--- config.mk ---
export PLATFORM = sky130hd
export DESIGN_NAME = bin_to_bcd_seq
export DESIGN_NICKNAME = d
export VERILOG_FILES = /design/src/rtl/bin_to_bcd_seq.sv
export SDC_FILE = /design/constraint.sdc
export NUM_CORES = 1
export LEC_CHECK = 0
export BUFFER_PORTS_ARGS = -buffer_cell sky130_fd_sc_hd__buf_4
export CAP_MARGIN = 25
export CORE_MARGIN = 2
export CORE_UTILIZATION = 30
export DETAILED_ROUTE_END_ITERATION = 8
export HOLD_SLACK_MARGIN = 0.12
export PLACE_DENSITY = 0.53
export SETUP_SLACK_MARGIN = 0.05
export SKIP_LAST_GASP = 1
export SYNTH_ARGS = -nofsm -noshare
export SYNTH_HDL_FRONTEND = slang
export SYNTH_SLANG_ARGS = --single-unit
export TNS_END_PERCENT = 20
--- constraint.sdc ---
create_clock -name clk -period 1.8 [get_ports clk]
set_input_delay 0.36 -clock clk [delete_from_list [all_inputs] [get_ports clk]]
set_output_delay 0.36 -clock clk [all_outputs]
set_load 0.1 [all_outputs]
--- src/rtl/bin_to_bcd_seq.sv ---
// bin_to_bcd_seq
// Multi-cycle shift-and-add-3 (double dabble) binary-to-BCD converter. It sits
// between the binary counter register and the 7-segment digit encoders. One
// input bit is consumed per clock. The last result is held so the display
// mux can sample it at any time.
//
// Ports:
//   clk      system clock
//   rst      synchronous, active-high reset
//   start    conversion request, sampled only while idle
//   bin_in   unsigned binary value, latched when start is accepted
//   busy     high while a conversion is in progress
//   done     one-cycle pulse when bcd_out/overflow update
//   bcd_out  BCD result, digit k at [4k+3:4k], k=0 is units
//   overflow last converted value did not fit in DIGITS decimal digits
module bin_to_bcd_seq #(
  parameter int BIN_W  = 8,
  parameter int DIGITS = 3
) (
  input  logic                  clk,
  input  logic                  rst,
  input  logic                  start,
  input  logic [BIN_W-1:0]      bin_in,
  output logic                  busy,
  output logic                  done,
  output logic [4*DIGITS-1:0]   bcd_out,
  output logic                  overflow
);

  localparam int BCD_W = 4 * DIGITS;
  localparam int CNT_W = $clog2(BIN_W + 1);

  typedef enum logic {IDLE, SHIFT} state_t;

  state_t             state;
  logic [BIN_W-1:0]   shreg;
  logic [BCD_W-1:0]   scratch;
  logic               sticky;
  logic [CNT_W-1:0]   cnt;

  logic [BCD_W-1:0]   adj;
  logic [BCD_W-1:0]   scratch_nxt;
  logic [BIN_W-1:0]   shreg_nxt;
  logic               carry;
  logic               sticky_nxt;

  // Any digit >= 5 gets +3 so that the following doubling carries into the
  // next digit exactly when the doubled value reaches 10. There is no carry
  // between digits here; each result stays within 4 bits.
  function automatic logic [BCD_W-1:0] add3_digits(input logic [BCD_W-1:0] s);
    logic [BCD_W-1:0] r;
    logic [3:0]       d;
    r = s;
    for (int k = 0; k < DIGITS; k++) begin
      d = s[4*k +: 4];
      if (d >= 4'd5) begin
        r[4*k +: 4] = d + 4'd3;
      end
    end
    return r;
  endfunction

  // Adjust stage, then one-bit left shift of {scratch, shreg}. The bit leaving
  // the top digit means the running value has reached 10^DIGITS. The scratch
  // value keeps the value mod 10^DIGITS, so the low digits stay correct.
  always_comb begin
    adj = add3_digits(scratch);
    {carry, scratch_nxt, shreg_nxt} = {adj, shreg, 1'b0};
    sticky_nxt = sticky | carry;
  end

  always_ff @(posedge clk) begin
    if (rst) begin
      state    <= IDLE;
      busy     <= 1'b0;
      done     <= 1'b0;
      bcd_out  <= '0;
      overflow <= 1'b0;
      shreg    <= '0;
      scratch  <= '0;
      sticky   <= 1'b0;
      cnt      <= '0;
    end else begin
      case (state)
        IDLE: begin
          done <= 1'b0;
          if (start) begin
            shreg   <= bin_in;
            scratch <= '0;
            sticky  <= 1'b0;
            cnt     <= CNT_W'(BIN_W);
            busy    <= 1'b1;
            state   <= SHIFT;
          end
        end
        SHIFT: begin
          shreg   <= shreg_nxt;
          scratch <= scratch_nxt;
          sticky  <= sticky_nxt;
          cnt     <= cnt - CNT_W'(1);
          // The last input bit goes in on this edge. Publish the post-shift
          // scratch and the sticky flag, including this edge's carry-out.
          if (cnt == CNT_W'(1)) begin
            bcd_out  <= scratch_nxt;
            overflow <= sticky_nxt;
            done     <= 1'b1;
            busy     <= 1'b0;
            state    <= IDLE;
          end
        end
        default: state <= IDLE;
      endcase
    end
  end

endmodule

* Yosys cells after proc, flatten, opt, wreduce, memory -nomap -nowiden *
Cells that the tools add are included.

operators by class
  $add $sub $neg = 4
  multipliers = 0
  div/mod/pow operators = 0
  order comparisons = 3
  equal/unequal tests = 3
  shift operators = 0
  muxes and demuxes = 19
  bitwise operators = 2
  reduce and logical (&&, ||, !) cells = 2

operator list
  cell                 number
  $pmux 12 s2          1
  $mux 4               4
  $pmux 8 s2           1
  $add 4x2->4 const B  3
  $ge 4x3->1 const B   3
  $mux 12              1
  $mux 8               1
  $pmux 1 s2           4
  $pmux 4 s2           1
  $mux 1               6
  $eq 4x1->1 const B   1
  $reduce_and 2->1     2
  $sub 4x1->4 const B  1
  $ne 2x1->1 const B   1
  $ne 2x2->1 const B   1
  $not 1->1            1
  $or 1x1->1           1

storage, ports and cells
  register bits after elaboration = 41
  bits in latches = 0
  memory bits (writable) = 0
  memory bits (read-only) = 0
  bits of input ports = 11
  output and inout bits = 15
  word-level logic and storage cells = 42
  memories = 0

* Logic depth before layout (Yosys ltp) *
  depth after elaboration = 4
  depth in mapped cells = 7
  depth with buffers taken out = 6

* Worst setup path before layout *
OpenSTA, ideal clock, no wires.

  kind = register to register
  from = register scratch[0]
  to = register bcd_out[3]
  setup time = 91 ps
  arrival time = 1307 ps
  data required time = 1709 ps
  path slack = 402 ps
  cell stages (with the launch flop) = 5
  path buffers = 0
  clock period less this slack = 1398 ps
  cells stage by stage = dfxtp_1 inv_1 ha_1 or3b_2 a311oi_1

on the way
  cells in the longest elaborated chain, start to end = 2
  elaborated cells between the ends (all ways) = 3
  classes of those cells = add/sub: 1; order compare: 1; mux: 1

ends and longest elaborated chain
  what                                       RTL line  RTL
  start: declaration                         37        logic [BCD_W-1:0] scratch;
  start signal: assignment                   98        scratch <= scratch_nxt;
  $add 4x2->4 or $ge 4x3->1 (tied branches)  57, 56
  $mux 4 *                                   56        if (d >= 4'd5) begin
  end signal: assignment                     104       bcd_out <= scratch_nxt;
  end: declaration                           26        output logic [4*DIGITS-1:0] bcd_out,

Every way passes the cells marked *; elsewhere a longest branch is shown, timed or not.
A chain may end at the register's enable or synchronous reset.

* Worst setup path in the final report *
  from = register cnt[1]
  to = register bcd_out[5]

on the way
  cells in the longest elaborated chain, start to end = 2

ends and longest elaborated chain
  what                        RTL line  RTL
  start: declaration          39        logic [CNT_W-1:0] cnt;
  start signal: assignment    91        cnt <= CNT_W'(BIN_W);
  start signal: assignment    100       cnt <= cnt - CNT_W'(1);
  $eq 4x1->1                  103       if (cnt == CNT_W'(1)) begin
  $reduce_and 2->1 (no line)  n/a

No other way between the ends.

==> reports/metrics.sh <==
SYNTHDOMINANTAREACELLTYPE='sky130_fd_sc_hd__dfxtp_1'
CTS-HTREE-LEVELS=2
POST_CTS_RESIZE_COUNT=0
EFFECTIVE_UTILIZATION_AT_FLOORPLAN_PCT=31.3
FIN_CRIT_SH_PCT=87.9
SETUP.WORST_PATH.START_CLASS='flip-flop'
P_SWITCHING_uW=484
LAYOUT_SETUP_WS_PS=218
COMB_POWER_SHARE_PCT=11.3
SEQUENTIALPOWERSHARE_PCT=49.1
TIME_THE_WORST_PATH_NEEDS_WITH_I_O_DELAYS_AND_SETUP_PS=1580
ROUTABILITYCONGESTION=0.721
PLACE_INST=307
MAX_CAP_VIOL_COUNT=0
NUMBER_OF_HOLD_VIOLATIONS_IN_THE_FINAL_REPORT=0
RSZ0062_AT_GRT='false'
WORSTPATHARRIVAL_PS=1810
WORST_PATH_LARGEST_CELL_DELAY_PS=390
FIRST_ITER_VIOLATIONS=68
TOTAL_POWER_mW=1.95
STATUS='complete, no violations'
SYNTH_FP_NETS=231
CLOCK_SINKS=41
ANT_NETS=0
NETLIST_INSTANCES=212
GRT_FIRST_PASS_WIRELENGTH_UM=7110
MAXIMUM_NUMBER_OF_PINS_ON_ONE_NET_BEFORE_GLOBAL_ROUTE_REPAIR=28
GROUTE.LAYER.MET2.USAGE_PCT=20.4
END_KIND='flip-flop'
MAX_FREQ_MHz=632
CELL_INTERNAL_PWR_mW=1.47
SYNTH_WARNINGS=0
DETAIL_ROUTE.FIRST_PASS.ITERATIONS=4
NUMBER_OF_ANTENNA_CELLS_INSERTED=0
HP-CLASS='input pin to flip-flop'
SYNTH-SEQ-AREA-SHARE_PCT=43.8
HPWLAFTERDP_UM=2910
GRT.BUSIEST_LAYER='met2'
CTS.REPAIR_TIMING.SETUP_BUFFER_COUNT=0
NUMBER_OF_ANTENNA_VIOLATIONS_AT_THE_FIRST_CHECK_IN_GLOBAL_ROUTING=0
CP.REQUIRED_PS=2020
CLKTRANSATPATHREGS_PS=80
ROOT_BUFFER='sky130_fd_sc_hd__clkbuf_8'
DRIVE_GT1_SHARE_PCT=20.8
SWITCHING_SHARE_PCT=24.8
TIMING.FINAL.MAX_SLEW_VIOLATIONS=0
POST-ROUTE-UTIL_PCT=37.8
TIMING.FINAL.SETUP_VIOLATIONS=0
CELL_CHAIN_CRITICAL_PATH='inv_1 > ha_1 > nor3b_2 > and2_2 > nand2b_1 > o21ai_0'
GLOBALROUTEOVERFLOWTOTAL=0
POWER_DENSITY_nW_PER_UM2=862
FINAL_AREA_UM2=2260
DRT_WL_TOTAL_UM=4080
CHIPHEIGHT_UM=83.0
GLOBAL_ROUTE.USAGE.MET3_PCT=3.38
DP_WORST_SETUP_SLACK_PS=202
CLOCK_INSERTION_DELAY_WORST_SKEW_PS=290
SYNTHDOMINANTCELLAREASHARE_PCT=43.8
SYNTH.CELL_AREA_UM2=1870
ROUTE.VIAS.TOTAL=1527
ROUTEDWLPERCELL_UM=12.9
SYNTHESIZED_AREA_PER_CELL_UM2=8.84
CTS_TREE='built'
CTS_BUFFER_DEPTH=2
PLACEMENT.IO_BUFFERS=25
IOS=26
TIGHTEST_SLEW_PS=878
SYNTH-SEQ-CELLS=41
CORE.ROWCOUNT=28
CRITPATHMAXFANOUT=14
DIE_W_UM=83.0
FINAL_CELL_COUNT_WITHOUT_FILLERS=315
SKEW_FINAL_PS=9.18
DRC_VIOLATIONS_LEFT=0
COREAREA_UM2=5990
FIN_WORST_HOLD_SLACK_PS=297
HOLDBUFCOUNTCTS=0
MOSTFREQUENTLAYOUTCELLS='sky130_fd_sc_hd__dfxtp_1, sky130_fd_sc_hd__buf_4, sky130_fd_sc_hd__nor2_1'
DIE_AREA_UM2=6900
P_LEAK_nW=0.878
MAX_SLEW_MARGIN_PCT=41.1
MOSTFREQUENTLAYOUTCELL='sky130_fd_sc_hd__dfxtp_1'
CPMAXSTAGEDELAYCELL='sky130_fd_sc_hd__and2_2'
POWER.IR.VDD_WORST_mV=0.462
SYNTHTOPCELLSBYAREA='sky130_fd_sc_hd__dfxtp_1, sky130_fd_sc_hd__nor2_1, sky130_fd_sc_hd__a21oi_1, sky130_fd_sc_hd__ha_1, sky130_fd_sc_hd__o21ai_0'
SYNTH_UNIQUE_CELLS=32
CTS-BUFFERS-INSERTED=5
GRT_USAGE_PCT=12.6
FINALNETCOUNT=258
FINALSETUPTNS_PS=0
GRT_USE_MET1_PCT=16.1
VIAS_IN_THE_FIRST_GLOBAL_ROUTE=1485
SYN2LAYOUT_AREA_GROWTH_PCT=20.8
WORSTSETUPPATHTYPE='flip-flop to flip-flop'
VIAS_PER_CELL=4.85
PLACEMENT.CELL_AREA_UM2=2140
POWER.CLOCK.FRACTION_PCT=39.6
Yosys cell counts:
| cell | count |
|---|---|
| sky130_fd_sc_hd__xnor2_1 | 3 |
| sky130_fd_sc_hd__nor3_1 | 7 |
| sky130_fd_sc_hd__buf_6 | 2 |
| sky130_fd_sc_hd__buf_2 | 3 |
| sky130_fd_sc_hd__clkbuf_2 | 1 |
| sky130_fd_sc_hd__ha_1 | 8 |
| sky130_fd_sc_hd__xor2_1 | 1 |
| sky130_fd_sc_hd__nand2b_1 | 6 |
| sky130_fd_sc_hd__a21o_1 | 3 |
| sky130_fd_sc_hd__nand2_1 | 15 |
| sky130_fd_sc_hd__buf_1 | 2 |
| sky130_fd_sc_hd__a311oi_1 | 4 |
| sky130_fd_sc_hd__nor2b_1 | 1 |
| sky130_fd_sc_hd__dfxtp_1 | 41 |
| sky130_fd_sc_hd__nor3_2 | 1 |
| sky130_fd_sc_hd__o21bai_1 | 1 |
| sky130_fd_sc_hd__a22o_1 | 4 |
| sky130_fd_sc_hd__or3b_2 | 3 |
| sky130_fd_sc_hd__clkbuf_1 | 4 |
| sky130_fd_sc_hd__nand3b_1 | 3 |
| sky130_fd_sc_hd__mux2i_1 | 8 |
| sky130_fd_sc_hd__inv_1 | 8 |
| sky130_fd_sc_hd__mux2_2 | 1 |
| sky130_fd_sc_hd__a211oi_2 | 3 |
| sky130_fd_sc_hd__nor2_1 | 27 |
| sky130_fd_sc_hd__o21ai_0 | 20 |
| sky130_fd_sc_hd__nor3b_1 | 4 |
| sky130_fd_sc_hd__and2_2 | 1 |
| sky130_fd_sc_hd__a211o_1 | 3 |
| sky130_fd_sc_hd__a211oi_1 | 3 |
| sky130_fd_sc_hd__nor3b_2 | 1 |
| sky130_fd_sc_hd__a21oi_1 | 20 |
flip-flops by register name, summed over array words and instances (netlist names):
signal	count
shreg	8
bcd_out	12
scratch	12
state	1
sticky	1
overflow	1
done	1
cnt	4
busy	1
power by group through the flow:
stage	clock network [mW]	registers, mW	logic (mW)
finish	0.772	0.957	0.221
global route	0.850	0.961	0.246
CTS	0.805	0.957	0.226
detailed placement	0	0.979	0.225
global placement	0	0.978	0.222
floorplan	0	1.02	0.115
cell families (layout without fill, tap and decap cells):
kind of cell	after synthesis	in the layout	synth area share, %
compound gates	61	61	20.6
xor+xnor	4	4	1.87
fa+ha+maj	8	8	5.34
buf+inv	20	48	5.07
flops	41	41	43.8
mux	9	9	4.87
simple gates	69	69	18.4
cell type report:
| cell class | count | area, um^2 |
|---|---|---|
| clock buffer | 6 | 82.6 |
| clock inverter | 2 | 37.5 |
| fill | 623 | 3730 |
| inverter | 8 | 30.0 |
| multi-input combinational | 151 | 958 |
| sequential | 41 | 821 |
| tap | 75 | 93.8 |
| timing repair buffer | 32 | 240 |
metal layers:
layer	wire [um]	vias up
li1	-	793
met1	1980	696
met2	1880	33
met3	175	5
met4	38	0
met5	0	-
worst paths after layout:
kind / from / endpoint / slack [ps] / cells after the start
setup / recovery: cnt[1]$_SDFFE_PP0P_ / bcd_out[5]$_SDFFE_PP0P_ / 220 / 6
hold / removal: rst / overflow$_SDFFE_PP0P_ / 300 / 2
setup reg to reg: cnt[1]$_SDFFE_PP0P_ / bcd_out[5]$_SDFFE_PP0P_ / 220 / 6
hold reg to reg: bcd_out[6]$_SDFFE_PP0P_ / bcd_out[6]$_SDFFE_PP0P_ / 460 / 2
worst max-delay path, delay by kind of cell, from the launching register on:
kind                     cells  cell delay, ps
AND/OR/NAND/NOR              3             800
buffers and inverters        1              80
flip-flops                   1             340
adder cells (fa/ha/maj)      1             130
AO/OA/AOI/OAI                1             170
No activity file was read; power rests on OpenSTA's default activity.
